==> src/rtl/loader_pkg.sv <==
// Shared types and constants for the UART program loader.
// The optional inter-byte timeout is enabled with LOADER_TIMEOUT_EN.
package loader_pkg;

    typedef enum logic [2:0] {
        IDLE,
        GET_COUNT,
        GET_BYTES,
        WRITE,
        DONE,
        ERROR
    } state_t;

    localparam int BYTES_PER_WORD = 4;

    // Wide enough for the default TIMEOUT_CYCLES of 100000.
    localparam int TIMEOUT_W = 17;

endpackage

==> src/rtl/word_assembler.sv <==
// Collects received bytes LSB-first into one instruction word.
// The word_valid pulse is combinational with the byte that completes it.
module word_assembler
    import loader_pkg::*;
#(
    parameter int SIZE = 32
) (
    input  logic            clk,
    input  logic            rst,
    input  logic            clear,
    input  logic            enable,
    input  logic            strobe,
    input  logic [7:0]      data,
    output logic [SIZE-1:0] word,
    output logic            word_valid
);

    localparam logic [1:0] LAST = 2'(BYTES_PER_WORD - 1);

    logic [1:0]      byte_cnt;
    logic [SIZE-1:0] shift;
    logic            accept;

    assign accept     = enable & strobe;
    assign word       = {data, shift[SIZE-1:8]};
    assign word_valid = accept && (byte_cnt == LAST);

    always_ff @(posedge clk) begin
        if (rst || clear) begin
            byte_cnt <= '0;
            shift    <= '0;
        end else if (accept) begin
            byte_cnt <= byte_cnt + 2'd1;
            shift    <= word;
        end
    end

endmodule

==> src/rtl/program_loader.sv <==
// Loads a count-prefixed byte stream into instruction memory.
// Optional inter-byte timeout is enabled with LOADER_TIMEOUT_EN.
module program_loader
    import loader_pkg::*;
#(
    parameter int SIZE           = 32,
    parameter int MEM_SIZE       = 64,
    parameter int ADDR_WIDTH     = $clog2(MEM_SIZE),
    parameter int TIMEOUT_CYCLES = 100000
) (
    input  logic                  i_clk,
    input  logic                  i_rst,
    input  logic                  i_start,
    input  logic [7:0]            i_rx_data,
    input  logic                  i_rx_done,
    output logic                  o_inst_write_enable,
    output logic [ADDR_WIDTH-1:0] o_write_addr,
    output logic [SIZE-1:0]       o_write_data,
    output logic                  o_busy,
    output logic                  o_done,
    output logic                  o_error,
    output logic [ADDR_WIDTH:0]   o_instr_count
);

    localparam int CW = ADDR_WIDTH + 1;

    state_t          state;
    logic [CW-1:0]   word_cnt;
    logic [CW-1:0]   next_cnt;
    logic [31:0]     rx_n;
    logic [SIZE-1:0] word;
    logic            word_valid;
    logic            asm_en;
    logic            asm_clear;
    logic            timed_out;

    assign next_cnt  = word_cnt + 1'b1;
    assign rx_n      = {24'd0, i_rx_data};
    // A byte arriving during WRITE is taken straight into the assembler.
    assign asm_en    = (state == GET_BYTES) || (state == WRITE);
    assign asm_clear = (state == IDLE) && i_start;

    word_assembler #(
        .SIZE(SIZE)
    ) u_asm (
        .clk       (i_clk),
        .rst       (i_rst),
        .clear     (asm_clear),
        .enable    (asm_en),
        .strobe    (i_rx_done),
        .data      (i_rx_data),
        .word      (word),
        .word_valid(word_valid)
    );

`ifdef LOADER_TIMEOUT_EN
    logic [TIMEOUT_W-1:0] to_cnt;

    assign timed_out = !i_rx_done &&
        (to_cnt == TIMEOUT_W'(TIMEOUT_CYCLES - 1));

    always_ff @(posedge i_clk) begin
        if (i_rst || i_rx_done || i_start) begin
            to_cnt <= '0;
        end else if (state == GET_COUNT || state == GET_BYTES) begin
            to_cnt <= to_cnt + 1'b1;
        end
    end
`else
    assign timed_out = 1'b0;
`endif

    always_ff @(posedge i_clk) begin
        if (i_rst) begin
            state               <= IDLE;
            word_cnt            <= '0;
            o_inst_write_enable <= 1'b0;
            o_write_addr        <= '0;
            o_write_data        <= '0;
            o_busy              <= 1'b0;
            o_done              <= 1'b0;
            o_error             <= 1'b0;
            o_instr_count       <= '0;
        end else begin
            o_inst_write_enable <= 1'b0;
            o_done              <= 1'b0;
            unique case (state)
                IDLE: begin
                    if (i_start) begin
                        state    <= GET_COUNT;
                        word_cnt <= '0;
                        o_error  <= 1'b0;
                        o_busy   <= 1'b1;
                    end
                end
                GET_COUNT: begin
                    if (i_rx_done) begin
                        o_instr_count <= CW'(i_rx_data);
                        if (rx_n != 0 && rx_n <= 32'(MEM_SIZE)) begin
                            state <= GET_BYTES;
                        end else begin
                            state   <= ERROR;
                            o_error <= 1'b1;
                            o_busy  <= 1'b0;
                        end
                    end else if (timed_out) begin
                        state   <= ERROR;
                        o_error <= 1'b1;
                        o_busy  <= 1'b0;
                    end
                end
                GET_BYTES: begin
                    if (word_valid) begin
                        state               <= WRITE;
                        o_inst_write_enable <= 1'b1;
                        o_write_addr        <= word_cnt[ADDR_WIDTH-1:0];
                        o_write_data        <= word;
                    end else if (timed_out) begin
                        state   <= ERROR;
                        o_error <= 1'b1;
                        o_busy  <= 1'b0;
                    end
                end
                WRITE: begin
                    word_cnt <= next_cnt;
                    if (next_cnt == o_instr_count) begin
                        state  <= DONE;
                        o_done <= 1'b1;
                        o_busy <= 1'b0;
                    end else begin
                        state <= GET_BYTES;
                    end
                end
                DONE: state <= IDLE;
                ERROR: state <= IDLE;
                default: state <= IDLE;
            endcase
        end
    end

endmodule

==> config.mk <==
export PLATFORM = sky130hd
export DESIGN_NAME = program_loader
export DESIGN_NICKNAME = d
export VERILOG_FILES = /design/src/rtl/loader_pkg.sv /design/src/rtl/word_assembler.sv /design/src/rtl/program_loader.sv
export SDC_FILE = /design/constraint.sdc
export NUM_CORES = 1
export LEC_CHECK = 0
export BUFFER_PORTS_ARGS = -buffer_cell sky130_fd_sc_hd__buf_2
export CAP_MARGIN = 5
export CELL_PAD_IN_SITES_DETAIL_PLACEMENT = 1
export CELL_PAD_IN_SITES_GLOBAL_PLACEMENT = 1
export CORE_ASPECT_RATIO = 1.2
export CORE_MARGIN = 4
export CORE_UTILIZATION = 42
export CTS_BUF_LIST = sky130_fd_sc_hd__clkbuf_16
export CTS_CLUSTER_SIZE = 20
export DETAILED_ROUTE_END_ITERATION = 10
export PLACE_DENSITY = 0.83
export SETUP_SLACK_MARGIN = 0.5
export SLEW_MARGIN = 15
export SYNTH_ARGS = -nofsm -noshare
export SYNTH_HDL_FRONTEND = slang
export SYNTH_HIERARCHICAL = 1
export SYNTH_SLANG_ARGS = --single-unit
export TNS_END_PERCENT = 50
==> constraint.sdc <==
create_clock -name i_clk -period 2.66 [get_ports i_clk]
set_clock_uncertainty 0.2 [all_clocks]
set_input_delay 0 -clock i_clk [delete_from_list [all_inputs] [get_ports i_clk]]
set_output_delay 0 -clock i_clk [all_outputs]
set_load 0.03 [all_outputs]
Word level (Yosys, flattened, before mapping)
Index checks and enable logic that the tools add are counted.
{"block": "word_totals", "register_bits": 93, "wordCells": 64}
{"block": "classes", "n_addsub": 2, "n_lt_le_gt_ge": 1, "eq_ne": 10, "n_mux": 19, "bitwise_logic": 3, "reduce_logical": 18}
{"op": "$reduce_bool 32->1", "count": 1}
{"op": "$mux 3", "count": 5}
{"op": "$pmux 7 s2", "count": 1}
{"op": "$pmux 3 s4", "count": 1}
{"op": "$mux 1", "count": 9}
{"op": "$le 8x7->1 const B", "count": 1}
{"op": "$add 7x1->7 const B", "count": 1}
{"op": "$eq 7x7->1", "count": 1}
{"op": "$mux 7", "count": 1}
{"op": "$eq 3x2->1 const B", "count": 2}
{"op": "$ne 2x2->1 const B", "count": 3}
{"op": "$reduce_and 2->1", "count": 3}
{"op": "$reduce_and 5->1", "count": 1}
{"op": "$ne 2x1->1 const B", "count": 2}
{"op": "$reduce_and 4->1", "count": 1}
{"op": "$reduce_bool 2->1", "count": 2}
{"op": "$reduce_or 2->1", "count": 2}
{"op": "$eq 3x1->1 const B", "count": 1}
{"op": "$logic_and 1x1->1", "count": 3}
{"op": "$logic_not 3->1", "count": 1}
{"op": "$pmux 1 s3", "count": 1}
{"op": "$reduce_and 3->1", "count": 1}
{"op": "$reduce_bool 3->1", "count": 1}
{"op": "$add 2x1->2 const B", "count": 1}
{"op": "other kinds (5)", "count": 7}

Logic depth before layout (Yosys ltp)
{"block": "depth", "word_depth": 6, "depth_mapped": 10, "depth_no_buf": 6}

Hierarchy
The synthesis kept the hierarchy.
{"mod": "program_loader", "instances": 1, "cells_per_inst": 305, "area_per_inst_um2": 2484.9}
{"mod": "word_assembler", "instances": 1, "cells_per_inst": 130, "area_per_inst_um2": 1365.1}

Least setup slack after synthesis
OpenSTA, ideal clock, no wires.
{"block": "synth_path", "path_kind": "reg-to-reg", "startpoint": "reg word_cnt[1]", "endpoint": "reg o_busy", "setup_ns": 0.125, "t_arrival_ns": 1.834, "t_required_ns": 2.335, "slack_ns": 0.501, "stages_incl_launch_ff": 8, "path_buffers": 1, "period_less_slack_ns": 2.159, "cell_sequence": "dfxtp_1 ha_1 buf_4 and3_1 a21boi_1 nor4_2 a41oi_1 o41a_1"}
{"block": "synth_between", "elab_chain_cells": 4}
{"item": "start, declared", "line": "program_loader.sv:28", "rtl": "logic [CW-1:0] word_cnt;"}
{"item": "start signal, assigned", "line": "program_loader.sv:125", "rtl": "word_cnt <= next_cnt;"}
{"item": "$add 7x1->7", "line": "program_loader.sv:37", "rtl": "assign next_cnt = word_cnt + 1'b1;"}
{"item": "$eq 7x7->1", "line": "program_loader.sv:126", "rtl": "if (next_cnt == o_instr_count) begin"}
{"item": "$ne 2x1->1 (no source line)"}
{"item": "$reduce_and 5->1 (no source line)"}
{"item": "end signal, assigned", "line": "program_loader.sv:80", "rtl": "o_busy <= 1'b0;"}
{"item": "end signal, assigned", "line": "program_loader.sv:121", "rtl": "o_busy <= 1'b0;"}
{"item": "end signal, assigned", "line": "program_loader.sv:129", "rtl": "o_busy <= 1'b0;"}
{"item": "end, declared", "line": "program_loader.sv:19", "rtl": "output logic o_busy,"}
No other way between the ends.
A chain may end at the register's enable or synchronous reset.

Worst setup path after layout
{"block": "layout_path", "startpoint": "reg word_cnt[0]", "endpoint": "reg o_busy"}
The elaborated chain is that of the path after synthesis.

==> flow_summary_export.csv <==
group,metric,value,unit
outcome,outcome,"finished clean",
setup_path,crit_path_max_incr_delay,430,ps
global_routing,grt_pass1_wl,17500,um
placed_design,place_ws,166,ps
yosys,avgSynthCellArea,8.85,um^2
clocking,cts_root_buf,"clkbuf_16",
setup_path,path_cells,"ha_4, and3_4, a21boi_1, nor4_2, a41oi_2, o41a_1",
timing,finalCritPeriodShare,81.2,%
power,p_int,2.25,mW
setup_path,startpoint_type,"flop",
finish,area_delta_synth_final,20.0,%
yosys,synth_top_area_share,44.2,%
hold_path,min_path_type,"flop to flop",
detailed_routing,routed_wl,10800,um
timing,rsz0062_at_grt,"yes",
timing,setup_viol,0,
setup_path,crit_arrival,2180,ps
die,die-area,0.0108,mm^2
finish,fin_nets,498,
power,comb_power_share,5.9,%
clocking,cts.sinks,85,
detailed_routing,initialDrtViolationCount,182,
yosys,async_reset_ff_share,0,%
yosys,synthTopCellsByArea,"dfxtp_1 (44%), nand2_1 (7.6%), a21oi_1 (6.2%)",
global_routing,grtUsageTotal,20.9,%
timing,slew_headroom,60.4,%
setup_path,cp.buffers_inverters,0,
clocking,clk_latency,340,ps
die,io_pins,61,
clocking,clockBufferDepth,2,
detailed_routing,antenna_left,0,
detailed_routing,wl_per_cell,17.7,um
yosys,synth-seq-area-share,44.2,%
placed_design,gp_congestion,0.888,
clocking,cts-buffers-inserted,9,
timing,fin_ws,501,ps
die,core,0.00899,mm^2
clocking,clkTransAtPathRegs,60,ps
setup_path,critPathSlowestCell,"o41a_1",
power,power.leakage,1.77,nW
job,maxCapViolCount,0,
power,switching_power,0.647,mW
detailed_routing,drc,0,
finish,final_common_cell,"dfxtp_1",
timing,max_freq,463,MHz
detailed_routing,vias,3292,
yosys,synthesis.area,0.00385,mm^2
global_routing,grt-ovfl-total,0,
power,power_density,628,mW/mm^2
die,rows,38,
finish,final_cell_mix,"dfxtp_1 (79), nand2_1 (78), buf_2 (60)",
finish,n_fill_cell,1057,
finish,design_area,0.00462,mm^2
power,power_frac_clock,49.2,%
timing,worst_slew_pin_slew,593,ps
setup_path,ff2ff_setup_slack,500,ps
yosys,ys_warn_count,6,
placed_design,placedInstanceArea,0.00406,mm^2
setup_path,cpLargestDelayFamily,"compound AO/OA/AOI/OAI gates",
yosys,netlist.top_cell.by_area,"dfxtp_1",
global_routing,grt_pass1_vias,3533,
yosys,ys_types,48,
yosys,synth-edff-count,0,
die,die_y,113,um
detailed_routing,vias_per_cell,5.41,
setup_path,required,2680,ps
power,p_sw_share,22.3,%
placed_design,dp_hpwl,6710,um
yosys,syn_nets,449,
clocking,htree_levels,3,
global_routing,grt_max_degree,53,
power,pwr-share-seq,44.8,%
setup_path,worst-path-max-fanout,10,
setup_path,crit_type,"flop to flop",
detailed_routing,drt-pass1-iter-count,4,
clocking,tritoncts,"yes",
power,ir_drop,0.283,mV
timing,finalHoldViolations,0,
timing,setup_tns,0,ps
global_routing,antenna_found_initial,0,
finish,drive_above_1_share,27.2,%
placed_design,port-buffer-count,60,
yosys,synthFlopType,"dfxtp_1",
yosys,syn_inst,435,
yosys,ys_ff_latch,85,
die,chipWidth,95.4,um
timing,final_max_slew_viol_count,0,
finish,diodes,0,
die,initial_core_util,42.8,%
setup_path,cp-end-kind,"flop",
timing,fin_crit,2160,ps
## area by class of cell
cell class              instances  area, um^2  area share, %
inverters                       3        11.3          0.244
clock inverters                 7         114           2.46
flip-flops and latches         85        1710           37.1
well taps                     120         150           3.25
repair buffers                 84         537           11.6
clock buffers                   9         225           4.88
multi-input cells             301        1870           40.4
## worst register-to-register path, stage by stage, from the launching register on
cell,delay [ps]
dfxtp_4,410
ha_4,170
and3_4,210
a21boi_1,80
nor4_2,350
a41oi_2,180
o41a_1,430
## Yosys cell counts, types with 2 or more instances
cell type	count
nand2_1	78
and3_1	4
nand3_1	31
a21oi_2	22
inv_1	3
o21ai_0	9
buf_6	7
o31a_1	2
a31oi_1	3
clkbuf_1	12
buf_4	13
or3_1	2
nor3b_1	2
dfxtp_1	85
a21bo_1	22
ha_1	2
a41oi_1	3
buf_2	11
a21bo_2	4
nor2_1	22
and3b_1	2
a21oi_1	48
xnor2_1	5
mux2i_1	8
buf_12	2
nand3b_1	4
nor3_1	3
nor2b_1	6
## repair_timing
| action | CTS | global route |
|---|---|---|
| hold buffers | 11 | 0 |
| endpoints found under the hold margin | 49 | 0 |
| endpoints found under the setup margin | 7 | 40 |
| gates resized for setup | 7 | 8 |
| pin swaps | 2 | 3 |
| setup buffers | 2 | 3 |
## per-layer routing
metal / routed length, um / vias to the layer above / global-route usage, % / part of all wire (%)
li1: - / 1590 / - / -
met1: 4510 / 1599 / 24.7 / 42
met2: 5580 / 78 / 36.2 / 52
met3: 428 / 25 / 4.39 / 4.0
met4: 241 / 0 / 9.11 / 2.2
met5: 0 / - / 0 / 0
## path summary, 6_finish.rpt
check,to,start,cells past startpoint
setup / recovery,o_busy$_SDFFE_PP0P_,word_cnt[0]$_SDFFE_PP0P_,6
hold reg to reg,o_write_data[16]$_SDFFE_PP0P_,o_write_data[16]$_SDFFE_PP0P_,2
setup reg to reg,o_busy$_SDFFE_PP0P_,word_cnt[0]$_SDFFE_PP0P_,6
hold / removal,o_write_data[16]$_SDFFE_PP0P_,o_write_data[16]$_SDFFE_PP0P_,2
## power by group through the flow
stage | registers (mW) | clock network (mW) | logic [mW]
floorplan | 1.34 | 0 | 0.120
global placement | 1.33 | 0 | 0.149
detailed placement | 1.33 | 0 | 0.154
CTS | 1.30 | 1.46 | 0.170
global route | 1.30 | 1.53 | 0.186
finish | 1.30 | 1.43 | 0.172
## registers in the layout (all words and copies together), names as in the netlist
signal	flops
o_done	1
state	3
word_cnt	7
o_instr_count	7
o_write_data	32
o_write_addr	6
u_asm/shift	24
o_inst_write_enable	1
o_busy	1
o_error	1
u_asm/byte_cnt	2
## metrics by stage
stage	instances	hold slack [ps]	utilization [%]	power [mW]
floorplan	435	-52.8	-	1.46
global placement	577	91.4	45.2	1.48
detailed placement	577	105	45.2	1.48
CTS	606	255	50.7	2.93
global route	609	271	51.4	3.02
finish	609	251	51.4	2.90
## kinds of logic after synthesis
family / share of synthesized area, %
simple gates: 20.5
mux: 2.08
compound gates: 22.6
xor+xnor: 1.36
fa+ha+maj: 0.650
buf+inv: 8.61
flops: 44.2
Note: power is estimated with default switching activity, not from simulation.
